File: config.mk
export PLATFORM = sky130hd
export DESIGN_NAME = ones_count_sequencer
export DESIGN_NICKNAME = d
export VERILOG_FILES = /design/src/rtl/ones_count_sequencer.sv
export SDC_FILE = /design/constraint.sdc
export NUM_CORES = 1
export LEC_CHECK = 0
export CORE_MARGIN = 2
export CORE_UTILIZATION = 30
export DETAILED_ROUTE_END_ITERATION = 6
export PLACE_DENSITY = 0.61
export SETUP_SLACK_MARGIN = 0.05
export SLEW_MARGIN = 20
export SYNTH_ARGS = -nofsm -noshare
export SYNTH_HDL_FRONTEND = slang
export SYNTH_SLANG_ARGS = --single-unit
export TNS_END_PERCENT = 30
File: constraint.sdc
create_clock -name clk -period 1.7 [get_ports clk]
set_clock_uncertainty 0.2 [all_clocks]
set_input_delay 0.425 -clock clk [delete_from_list [all_inputs] [get_ports clk]]
set_output_delay 0.425 -clock clk [all_outputs]
set_load 0.02 [all_outputs]
File: src/rtl/ones_count_sequencer.sv
// Sequencer that streams a word through one shared 3-input ones-counter cell,
// three bits per chunk, and accumulates the sampled 2-bit counts into a popcount.
module ones_count_sequencer #(
    parameter int  WIDTH         = 12,
    parameter int  SETTLE_CYCLES = 2,
    localparam int CW            = $clog2(WIDTH + 1)
) (
    input  logic             clk,
    input  logic             rst,
    input  logic             start_valid,
    output logic             start_ready,
    input  logic [WIDTH-1:0] data_in,
    output logic             oc_a,
    output logic             oc_b,
    output logic             oc_c,
    input  logic             oc_y1,
    input  logic             oc_y0,
    output logic             done_valid,
    input  logic             done_ready,
    output logic [CW-1:0]    count,
    output logic             busy
);

    localparam int NCHUNK = (WIDTH + 2) / 3;
    localparam int SW     = 3 * NCHUNK;
    localparam int IW     = (NCHUNK > 1) ? $clog2(NCHUNK) : 1;
    localparam int TW     = (SETTLE_CYCLES > 1) ? $clog2(SETTLE_CYCLES) : 1;

    localparam logic [IW-1:0] LAST_CHUNK    = IW'(NCHUNK - 1);
    localparam logic [TW-1:0] SETTLE_RELOAD = TW'(SETTLE_CYCLES - 1);

    localparam logic [1:0] IDLE   = 2'd0;
    localparam logic [1:0] SETTLE = 2'd1;
    localparam logic [1:0] DONE   = 2'd2;

    logic [1:0]    state;
    logic [1:0]    state_nxt;
    logic [SW-1:0] sr;
    logic [SW-1:0] sr_next;
    logic [SW-1:0] data_pad;
    logic [IW-1:0] chunk_idx;
    logic [TW-1:0] settle_ctr;
    logic          accept;
    logic          sample;
    logic          last;
    logic          handoff;

    always_comb begin
        data_pad              = '0;
        data_pad[WIDTH-1:0]   = data_in;
        sr_next               = sr >> 3;
        accept                = (state == IDLE) && start_valid;
        sample                = (state == SETTLE) && (settle_ctr == '0);
        last                  = (chunk_idx == LAST_CHUNK);
        handoff               = (state == DONE) && done_ready;
        state_nxt             = state;
        case (state)
            IDLE:    if (accept)          state_nxt = SETTLE;
            SETTLE:  if (sample && last)  state_nxt = DONE;
            DONE:    if (handoff)         state_nxt = IDLE;
            default:                      state_nxt = IDLE;
        endcase
    end

    // Handshake flags are registered from the next state so they line up with it.
    always_ff @(posedge clk) begin
        if (rst) begin
            state       <= IDLE;
            start_ready <= 1'b1;
            done_valid  <= 1'b0;
            busy        <= 1'b0;
            count       <= '0;
            sr          <= '0;
            chunk_idx   <= '0;
            settle_ctr  <= '0;
            oc_a        <= 1'b0;
            oc_b        <= 1'b0;
            oc_c        <= 1'b0;
        end else begin
            state       <= state_nxt;
            start_ready <= (state_nxt == IDLE);
            done_valid  <= (state_nxt == DONE);
            busy        <= (state_nxt != IDLE);
            if (accept) begin
                sr                 <= data_pad;
                count              <= '0;
                chunk_idx          <= '0;
                settle_ctr         <= SETTLE_RELOAD;
                {oc_c, oc_b, oc_a} <= data_pad[2:0];
            end else if (state == SETTLE) begin
                if (sample) begin
                    count <= count + CW'({oc_y1, oc_y0});
                    sr    <= sr_next;
                    if (last) begin
                        {oc_c, oc_b, oc_a} <= 3'b000;
                    end else begin
                        chunk_idx          <= chunk_idx + IW'(1);
                        settle_ctr         <= SETTLE_RELOAD;
                        {oc_c, oc_b, oc_a} <= sr_next[2:0];
                    end
                end else begin
                    settle_ctr <= settle_ctr - TW'(1);
                end
            end
        end
    end

endmodule

Word level (Yosys, flattened, before mapping):

Index checks and enable logic that the tools add are counted.

* register bits after elaboration: 27
* bits of input ports: 18
* output and inout bits: 10

* $add $sub $neg: 3
* equal/unequal tests: 5
* multiplexer cells: 23
* bitwise operators: 2
* reductions and logical operators: 14

Operators by type and width (number)
* $mux W12: 3
* $mux W1: 16
* $eq A2 B2 Y1 const B: 3
* $mux W2: 3
* $pmux W2 S3: 1
* $reduce_and A2 Y1: 3
* $reduce_bool A2 Y1: 3
* $add A4 B2 Y4: 1
* $logic_and A1 B1 Y1: 4
* $logic_not A2 Y1: 2
* $ne A3 B3 Y1 const B: 1
* $reduce_and A3 Y1: 1
* $add A2 B1 Y2 const B: 1
* $eq A2 B1 Y1 const B: 1
* $not A1 Y1: 2
* $reduce_or A2 Y1: 1
* $sub A1 B1 Y1 const B: 1

Logic depth before layout (Yosys ltp):

Gate-level depths: netlist of the first run.

* word-level depth: 6
* mapped depth: 6

Least setup slack after synthesis of the first run:

No wires, ideal clock.

* kind: flip-flop to flip-flop
* start: register count[0]
* end: register count[2]
* data arrival time: 1.503 ns
* data required time: 1.430 ns
* setup slack: -0.074 ns
* cell stages (with the launch flop): 6
* path buffers: 0
* clock period less this slack: 1.774 ns
* cells stage by stage: dfxtp_1 ha_1 inv_1 fa_1 or3_1 a21oi_1

* longest elaborated chain between the ends: 1

RTL lines
* start: declaration: RTL line 20 `output logic [CW-1:0] count,`
* start signal: assignment: RTL line 92 `count <= count + CW'({oc_y1, oc_y0});`
* $add A4 B2 Y4: RTL line 92

Every way passes these cells.
A chain may end at the register's enable or synchronous reset.

Worst setup path after layout of the first run:

Same ends and word-level chain as after synthesis.

==> results of run 1 <==
[critical path: stages (launching register included)]
cell and delay [ns]:
dfxtp_2 0.37, ha_4 0.14, inv_2 0.04, fa_2 0.35, or3_4 0.37, a21oi_2 0.13
[where the power goes]
group,internal [W],leakage (nW),total [W],switching (W)
clock,0.000207,0.0288,0.000385,0.000179
combinational,0.000141,0.440,0.000262,0.000121
sequential,0.000595,0.198,0.000612,0.0000168
[cells in the final DEF (no fill, tap or decap), drive strengths merged]
master | netlist | layout
a211oi | 1 | 1
a21o | 6 | 6
a21oi | 17 | 17
a311oi | 1 | 1
and3b | 1 | 1
buf | 4 | 18
clkbuf | 7 | 4
clkdlybuf4s15 | 0 | 1
clkdlybuf4s50 | 0 | 14
dfxtp | 24 | 24
dlygate4sd2 | 0 | 11
dlymetal6s2s | 0 | 1
fa | 1 | 1
ha | 3 | 3
inv | 5 | 5
nand2 | 7 | 7
nand2b | 1 | 1
nand3 | 9 | 9
nand3b | 13 | 13
nor2 | 5 | 5
nor2b | 3 | 3
nor3 | 4 | 4
nor3b | 3 | 3
nor4 | 1 | 1
nor4b | 1 | 1
o21ai | 3 | 3
o21bai | 1 | 1
o22ai | 2 | 2
o31ai | 1 | 1
or2 | 1 | 1
or3 | 1 | 1
or3b | 3 | 3
or4 | 1 | 1
or4bb | 1 | 1
xnor2 | 1 | 1
[sequential cells by signal (all words and copies together) (netlist names)]
register     count
busy             1
chunk_idx        2
count            4
done_valid       1
oc_a             1
oc_b             1
oc_c             1
settle_ctr       1
sr               9
start_ready      1
state            2
[per-stage QoR]
step / std cells / setup slack, ns / total power (W)
2_1_floorplan: 132 / -0.00170 / 0.000766
3_3_place_gp: 214 / -0.495 / 0.000884
3_5_place_dp: 214 / -0.545 / 0.000891
4_1_cts: 218 / -0.162 / 0.00127
5_1_grt: 218 / 0.0204 / 0.00132
6_report: 218 / 0.0552 / 0.00126
[final timing paths]
path                    to  slack, ns  depth (start not counted)
setup reg to reg  count[2]       0.06                          5
setup / recovery  count[2]       0.06                          5
hold / removal       sr[9]       0.27                          2
hold reg to reg      sr[9]       0.27                          2
[kinds of logic (layout without fill, tap and decap cells)]
logic type	Yosys count	after routing	share of synthesized area, %
AO/OA/AOI/OAI	32	32	16.8
XOR/XNOR	1	1	0.763
adder cells (fa/ha/maj)	4	4	5.02
buffers and inverters	16	54	5.89
flip-flops	24	24	41.9
AND/OR/NAND/NOR	55	55	29.7
[repair_timing]
action	in CTS	in global routing
pin swaps	4	4
gates resized for setup	17	10
endpoints found under the setup margin	28	10
cloned	0	0
[metal layers]
metal	share of wire (%)	wire length, µm	vias up	track usage (%)
li1	-	-	542	-
met1	44	1240	513	15.3
met2	51	1440	27	26.9
met3	3.4	95	4	3.58
met4	0.68	19	0	2.34
met5	0	0	-	0
[final cells by class]
cell class	count	area (µm²)	share of cell area, %
Clock buffer	4	55.1	3.30
Inverter	5	18.8	1.13
Multi-Input combinational cell	92	643	38.6
Sequential cell	24	484	29.0
Tap cell	48	60.1	3.60
Timing Repair Buffer	45	407	24.4
==> out/results.ini, run 1 <==
[run_status]
status=completed

[detailed_routing]
ant_nets=0
dr.pass1.iters=4
routed_wl_mm=2.80
drt_iter0_drc=20
wl_per_cell_um=12.8
via_per_inst=4.98
detailroute.via_count=1086
route.detailed.drc=0

[logic_synthesis]
yosysMostFrequentCell=dfxtp_1
synth_largest_area_cell=dfxtp_1
synthFlopType=dfxtp_1
ys_ff_latch=24
netlist_area_mm2=0.00115
yosysWarnings=0
synth_edf_count=0
netlist.area_leader.share_pct=41.9
synthTopCellsByCount=dfxtp_1, a21oi_1, nand3b_1
ys_seq_area_share_pct=41.9
synth_fp_nets=154
synth_area_per_cell_um2=8.69
synthArstFlopShare_pct=0
ys_types=34
ys_top_cells_by_area=dfxtp_1, nand3b_1, a21oi_1
postSynthCellCount=132

[cells_and_area]
num_antenna_cells=0
final_cell_area_mm2=0.00167
final_core_util_pct=45.6
drive_gt1_share_pct=23.5
nets=193
area_delta_synth_final_pct=45.4
fillers=376

[sta]
hold_violations=0
maxSlewViolCount=0
whs_ns=0.267
rsz0062_at_grt=yes
setup_violations=0
tns_ns=0
worstMarginPinSlew_ns=0.247
relSlewSlack_pct=83.3
fin_crit_ns=1.64
max_freq_mhz=608
finalCritPeriodShare_pct=96.8

[floorplanning]
rows=22
io_pins=28
start_util_pct=31.3
design.die.area_mm2=0.00433
die_height_um=65.8
die_w_um=65.8
core-area_mm2=0.00366

[hold_path]
hold_path_startpoint=sr[9]
hold_class=reg2reg

[clock_tree]
ctsHtreeMaxLevel=1
cts.sink_count=24
cts_setup_buffers=0
cts_buffers=3
clkTransAtPathRegs_ns=0.09
cts_hold_buf=0
clk_path_buf_depth=2
clk_root_buffer_cell=clkbuf_8
clk_latency_ns=0.26
cts_tree=built

[setup_path]
reg2reg_from=count[0]
cp_data_required_time_ns=1.71
cp_max_fo=3
path_class=reg2reg
endpoint_kind=flip-flop
arrival_ns=1.65
startpoint_type=flip-flop
crit_start=count[0]

[grt]
grt_pass1_wl_mm=4.72
grt_max_degree=18
antenna_found_initial=0
gr-total-overflow=0
grt_pass1_vias=1121
grtUsageTotal_pct=14.0

[run]
maxCapViolations=0

[power_and_ir_drop]
irDropWorstVdd_v=0.000547
p_leak_nw=0.667
powerDensity_mw_per_mm2=755

[placement]
place_hpwl_mm=2.06
place.gp.congestion=0.794
portBuffers=27
post_dp_cell_area_mm2=0.00158

(Power assumes the default switching activity.)
==> inputs of run 2 (changes only) <==
--- a/config.mk
+++ b/config.mk
@@ -5,6 +5,7 @@
 export SDC_FILE = /design/constraint.sdc
 export NUM_CORES = 1
 export LEC_CHECK = 0
+export CORE_ASPECT_RATIO = 1.5
 export CORE_MARGIN = 2
 export CORE_UTILIZATION = 30
 export DETAILED_ROUTE_END_ITERATION = 6
==> run 2 against run 1 <==
Compared with the run above:
- critical path depth is 1 lower
- critical endpoint unchanged
- count of clock-buffer cells in the layout is 1 lower
- sequential share of layout area is 0.085 points higher
- utilization is 0.16 points lower
- hold slack worse by 0.0023 ns
- die area is 0.24% higher
- design area is 0.22% higher
- final cell count is 3.7% lower
- via count is 0.28% lower
- register-to-register slack hardly changed
- highest routed layer unchanged
- maximum frequency is 0.40% lower
==> out/results.ini, run 2 (same netlist as run 1, synthesis figures left out) <==
[setup_path]
cp_cell_sequence=or3b_4 -> buf_4 -> or3_1 -> a21oi_1
startpoint_type=flip-flop
path_class=reg2reg
worst_path_largest_cell_delay_ns=0.41
slowest_stage=or3b_4
cp_data_required_time_ns=1.70
endpoint_kind=flip-flop
arrival_ns=1.65
cp_max_fo=7

[sta]
hold_violations=0
setup_slack_ns=0.0486
whs_ns=0.265
max_freq_mhz=606
rsz0062_at_grt=yes
worstMarginPinSlew_ns=0.323
relSlewSlack_pct=78.3
maxSlewViolCount=0
finalCritPeriodShare_pct=97.1
setup_violations=0
fin_crit_ns=1.65

[clock_tree]
clkTransAtPathRegs_ns=0.08
clk_path_buf_depth=2
cts.sink_count=24
clk_root_buffer_cell=clkbuf_8
cts_buffers=3
ctsHtreeMaxLevel=1
cts_tree=built
cts_setup_buffers=0
cts_hold_buf=0
clk_latency_ns=0.26

[cells_and_area]
reg_top3=sr x9, count x4
nets=191
drive_gt1_share_pct=24.6
final_core_util_pct=45.4
largest_reg_flops=9
fillers=371
final_common_cell=dfxtp_1
top_register=sr
layout_common_cells=dfxtp_1, a21oi_1, clkdlybuf4s50_1, nand3b_1, buf_4
final_cell_area_mm2=0.00167
area_delta_synth_final_pct=45.7
num_antenna_cells=0

[grt]
grt_max_degree=16
grt_pass1_vias=1081
antenna_found_initial=0
grt_pass1_wl_mm=4.68
grtUsageTotal_pct=14.4
gr-total-overflow=0

[placement]
place.gp.congestion=0.729
post_dp_cell_area_mm2=0.00156
dp_slack_ns=-0.534
portBuffers=27
place_hpwl_mm=2.06

[detailed_routing]
wl_per_cell_um=13.5
route.detailed.drc=0
drt_iter0_drc=28
ant_nets=0
routed_wl_mm=2.84
via_per_inst=5.16
detailroute.via_count=1083
dr.pass1.iters=4

[run_status]
status=completed

[power_and_ir_drop]
swShare_pct=25.6
p_leak_nw=0.683
p_switching_w=0.000308
p_int_w=0.000895
combPwrFrac_pct=21.8
sequentialPowerShare_pct=50.9
powerDensity_mw_per_mm2=720
irDropWorstVdd_v=0.000420
clockPowerShare_pct=27.3

[floorplanning]
design.die.area_mm2=0.00435
die_height_um=79.7
start_util_pct=31.2
core-area_mm2=0.00368
io_pins=28
die_w_um=54.5
rows=27

[hold_path]
hold_class=reg2reg

[run]
maxCapViolations=0

run 2: final timing paths:
path	start	to	slack, ns	cells past startpoint
setup / recovery	settle_ctr	count[2]	0.05	4
hold / removal	count[0]	count[0]	0.27	2
setup reg to reg	settle_ctr	count[2]	0.05	4
hold reg to reg	count[0]	count[0]	0.27	2
run 2: routing by layer:
layer,vias to the layer above,GRT usage (%),wire length (µm)
met5,-,0,0
met4,0,6.25,27
met3,4,1.69,115
met2,25,24.9,1480
met1,517,17.0,1210
li1,537,-,-
run 2: area by class of cell:
| cell class | instances | area (µm²) | area share, % |
|---|---|---|---|
| multi-input cells | 92 | 654 | 39.1 |
| flip-flops and latches | 24 | 487 | 29.1 |
| repair buffers | 43 | 417 | 24.9 |
| well taps | 43 | 53.8 | 3.22 |
| clock buffers | 3 | 41.3 | 2.47 |
| inverters | 5 | 18.8 | 1.12 |
run 2: critical path: cells and delay by family, from the launching register on:
| kind | cells | cell delay, ns |
|---|---|---|
| compound gates | 1 | 0.13 |
| buf+inv | 1 | 0.18 |
| flops | 1 | 0.33 |
| simple gates | 2 | 0.75 |
run 2: through the flow:
stage | std cells | total power [W] | setup TNS, ns
3_3_place_gp | 207 | 0.000878 | -5.25
4_1_cts | 210 | 0.00121 | -0.650
2_1_floorplan | 132 | 0.000766 | -0.00170
3_5_place_dp | 207 | 0.000886 | -6.07
5_1_grt | 210 | 0.00127 | 0
6_report | 210 | 0.00120 | 0
run 2: power by group through the flow:
stage | Combinational (W) | Sequential, W | Clock (W)
after CTS | 0.000258 | 0.000611 | 0.000339
after detailed placement | 0.000261 | 0.000625 | 0
after global placement | 0.000256 | 0.000623 | 0
after global routing | 0.000289 | 0.000616 | 0.000368
final | 0.000262 | 0.000612 | 0.000328
after floorplan | 0.000127 | 0.000639 | 0
run 2: timing repair:
item                       4_1_cts  5_1_grt
pin swaps                        3        6
hold endpoints to repair         0        0
setup endpoints to repair       29       13
resized for setup               13       23
==> inputs of run 3 (changes only) <==
--- a/config.mk
+++ b/config.mk
@@ -6,7 +6,7 @@
 export NUM_CORES = 1
 export LEC_CHECK = 0
 export CORE_ASPECT_RATIO = 1.5
-export CORE_MARGIN = 2
+export CORE_MARGIN = 4
 export CORE_UTILIZATION = 30
 export DETAILED_ROUTE_END_ITERATION = 6
 export PLACE_DENSITY = 0.61
==> constraint.sdc (replaced) <==
create_clock -name clk -period 1.7 [get_ports clk]
set_clock_uncertainty 0.2 [all_clocks]
set_input_delay 0.425 -clock clk [delete_from_list [all_inputs] [get_ports clk]]
set_output_delay 0.425 -clock clk [all_outputs]
set_load 0.005 [all_outputs]
==> run 3 against run 2 <==
Compared with the run above:
- sequential share of layout area is 1.0 points lower
- highest routed layer unchanged
- count of clock-buffer cells in the layout up 1
- final cell count rose by 5.2%
==> out/results.ini, run 3 (same netlist as run 1, synthesis figures left out) <==
[run_status]
status=completed

[clock_tree]
clkTransAtPathRegs_ns=0.08
cts_buffers=3
cts_tree=built
cts_hold_buf=0
clk_root_buffer_cell=clkbuf_8
ctsHtreeMaxLevel=1
cts.sink_count=24
clk_latency_ns=0.26
clk_path_buf_depth=2

[sta]
worstMarginPinSlew_ns=0.302
hold_violations=0
maxSlewViolCount=0
setup_violations=0
max_freq_mhz=604
whs_ns=0.273
relSlewSlack_pct=79.7
finalCritPeriodShare_pct=97.4
fin_crit_ns=1.66
rsz0062_at_grt=yes
setup_slack_ns=0.0434

[power_and_ir_drop]
clockPowerShare_pct=30.2
sequentialPowerShare_pct=48.9
irDropWorstVdd_v=0.000466
swShare_pct=24.1
power_w=0.00126
combPwrFrac_pct=20.9
p_leak_nw=0.706
p_switching_w=0.000303
p_int_w=0.000954
powerDensity_mw_per_mm2=716

[detailed_routing]
via_per_inst=4.95
wl_met1_mm=1.19
routed_wl_mm=2.91
met2WireLength_mm=1.56
dr.pass1.iters=4
ant_nets=0
route.detailed.drc=0
drt_iter0_drc=44
route.top_layer_used=met4
routed-wl-met3_um=136
detailroute.via_count=1095
wl_per_cell_um=13.2

[setup_path]
slowest_stage=or4_4
endpoint_kind=flip-flop
arrival_ns=1.64
r2r_cells=3
path_class=reg2reg
crit_cells=3
cp_cell_sequence=or3b_4 -> or4_4 -> a21oi_2
cp_data_required_time_ns=1.69
cp_max_fo=3
cp_num_buf_inv=0
startpoint_type=flip-flop
crit_family=simple AND/OR/NAND/NOR gates
worst_path_largest_cell_delay_ns=0.49

[cells_and_area]
area_delta_synth_final_pct=53.0
nets=201
fillers=370
layout_common_cells=buf_4, dfxtp_1, clkdlybuf4s50_1, a21oi_1, nand3b_1
multi_input_area_um2=669
num_antenna_cells=0
final_common_cell=buf_4
drive_gt1_share_pct=32.6
reg_top3=sr x9, count x4
final_cell_area_mm2=0.00176
final_core_util_pct=47.7
largest_reg_flops=9
regArea_um2=493
top_register=sr

[grt]
grt_pass1_wl_mm=4.82
grt_max_degree=17
grt_pass1_vias=1085
gr-total-overflow=0
grtUsageTotal_pct=12.1
antenna_found_initial=0

[run]
maxCapViolations=0

[placement]
portBuffers=27
post_dp_cell_area_mm2=0.00158
place.gp.congestion=0.736
place_hpwl_mm=2.14
dp_slack_ns=-0.527

[floorplanning]
die_height_um=83.7
core-area_mm2=0.00368
rows=27
die_w_um=58.5
design.die.area_mm2=0.00490
start_util_pct=31.2
io_pins=28

[hold_path]
hold_class=reg2reg
min_path_cells=2

run 3: cell count changes in the layout (fill, tap and decap cells not counted), moves of 3 or more:
cell / change
dlymetal6s2s_1: -4
dfxtp_1: -5
a21oi_2: +3
dlygate4sd2_1: +6
dfxtp_2: +5
buf_4: +10
ha_4: +3
run 3: power groups by stage:
stage          clock, W  sequential, W  combinational, W
2_1_floorplan         0       0.000624          0.000127
3_3_place_gp          0       0.000623          0.000243
3_5_place_dp          0       0.000624          0.000249
4_1_cts        0.000397       0.000613          0.000253
5_1_grt        0.000414       0.000618          0.000291
6_report       0.000380       0.000614          0.000263
run 3: final timing paths:
path | startpoint | slack [ns] | to
setup / recovery | state[0] | 0.04 | count[3]
hold / removal | sr[11] | 0.27 | sr[11]
setup reg to reg | state[0] | 0.04 | count[3]
hold reg to reg | sr[11] | 0.27 | sr[11]
run 3: tightest hold or removal path, cell delays in order (launching register included):
cell and delay [ns]:
dfxtp_1 0.32, nand3_1 0.06, a21oi_1 0.06
run 3: what timing repair did:
| item | CTS | global route |
|---|---|---|
| resized for setup | 32 | 10 |
| pin swaps | 5 | 1 |
| buffers inserted | 4 | 1 |
| endpoints found under the setup margin | 28 | 18 |
run 3: final cells by class:
class                           count  share of cell area, %
Timing Repair Buffer               53                   26.5
Clock buffer                        4                   3.14
Multi-Input combinational cell     92                   38.1
Inverter                            5                   1.07
Sequential cell                    24                   28.1
Tap cell                           43                   3.06
run 3: layer usage:
metal	vias up	global-route usage (%)
met5	-	0
met4	0	3.16
met3	2	1.86
met2	21	22.4
met1	517	13.8
li1	555	-
run 3: stage by stage:
step / instances / setup TNS [ns]
floorplan: 132 / -0.00177
global placement: 212 / -5.27
detailed placement: 212 / -5.55
CTS: 220 / -0.00482
global route: 221 / -0.0373
finish: 221 / 0
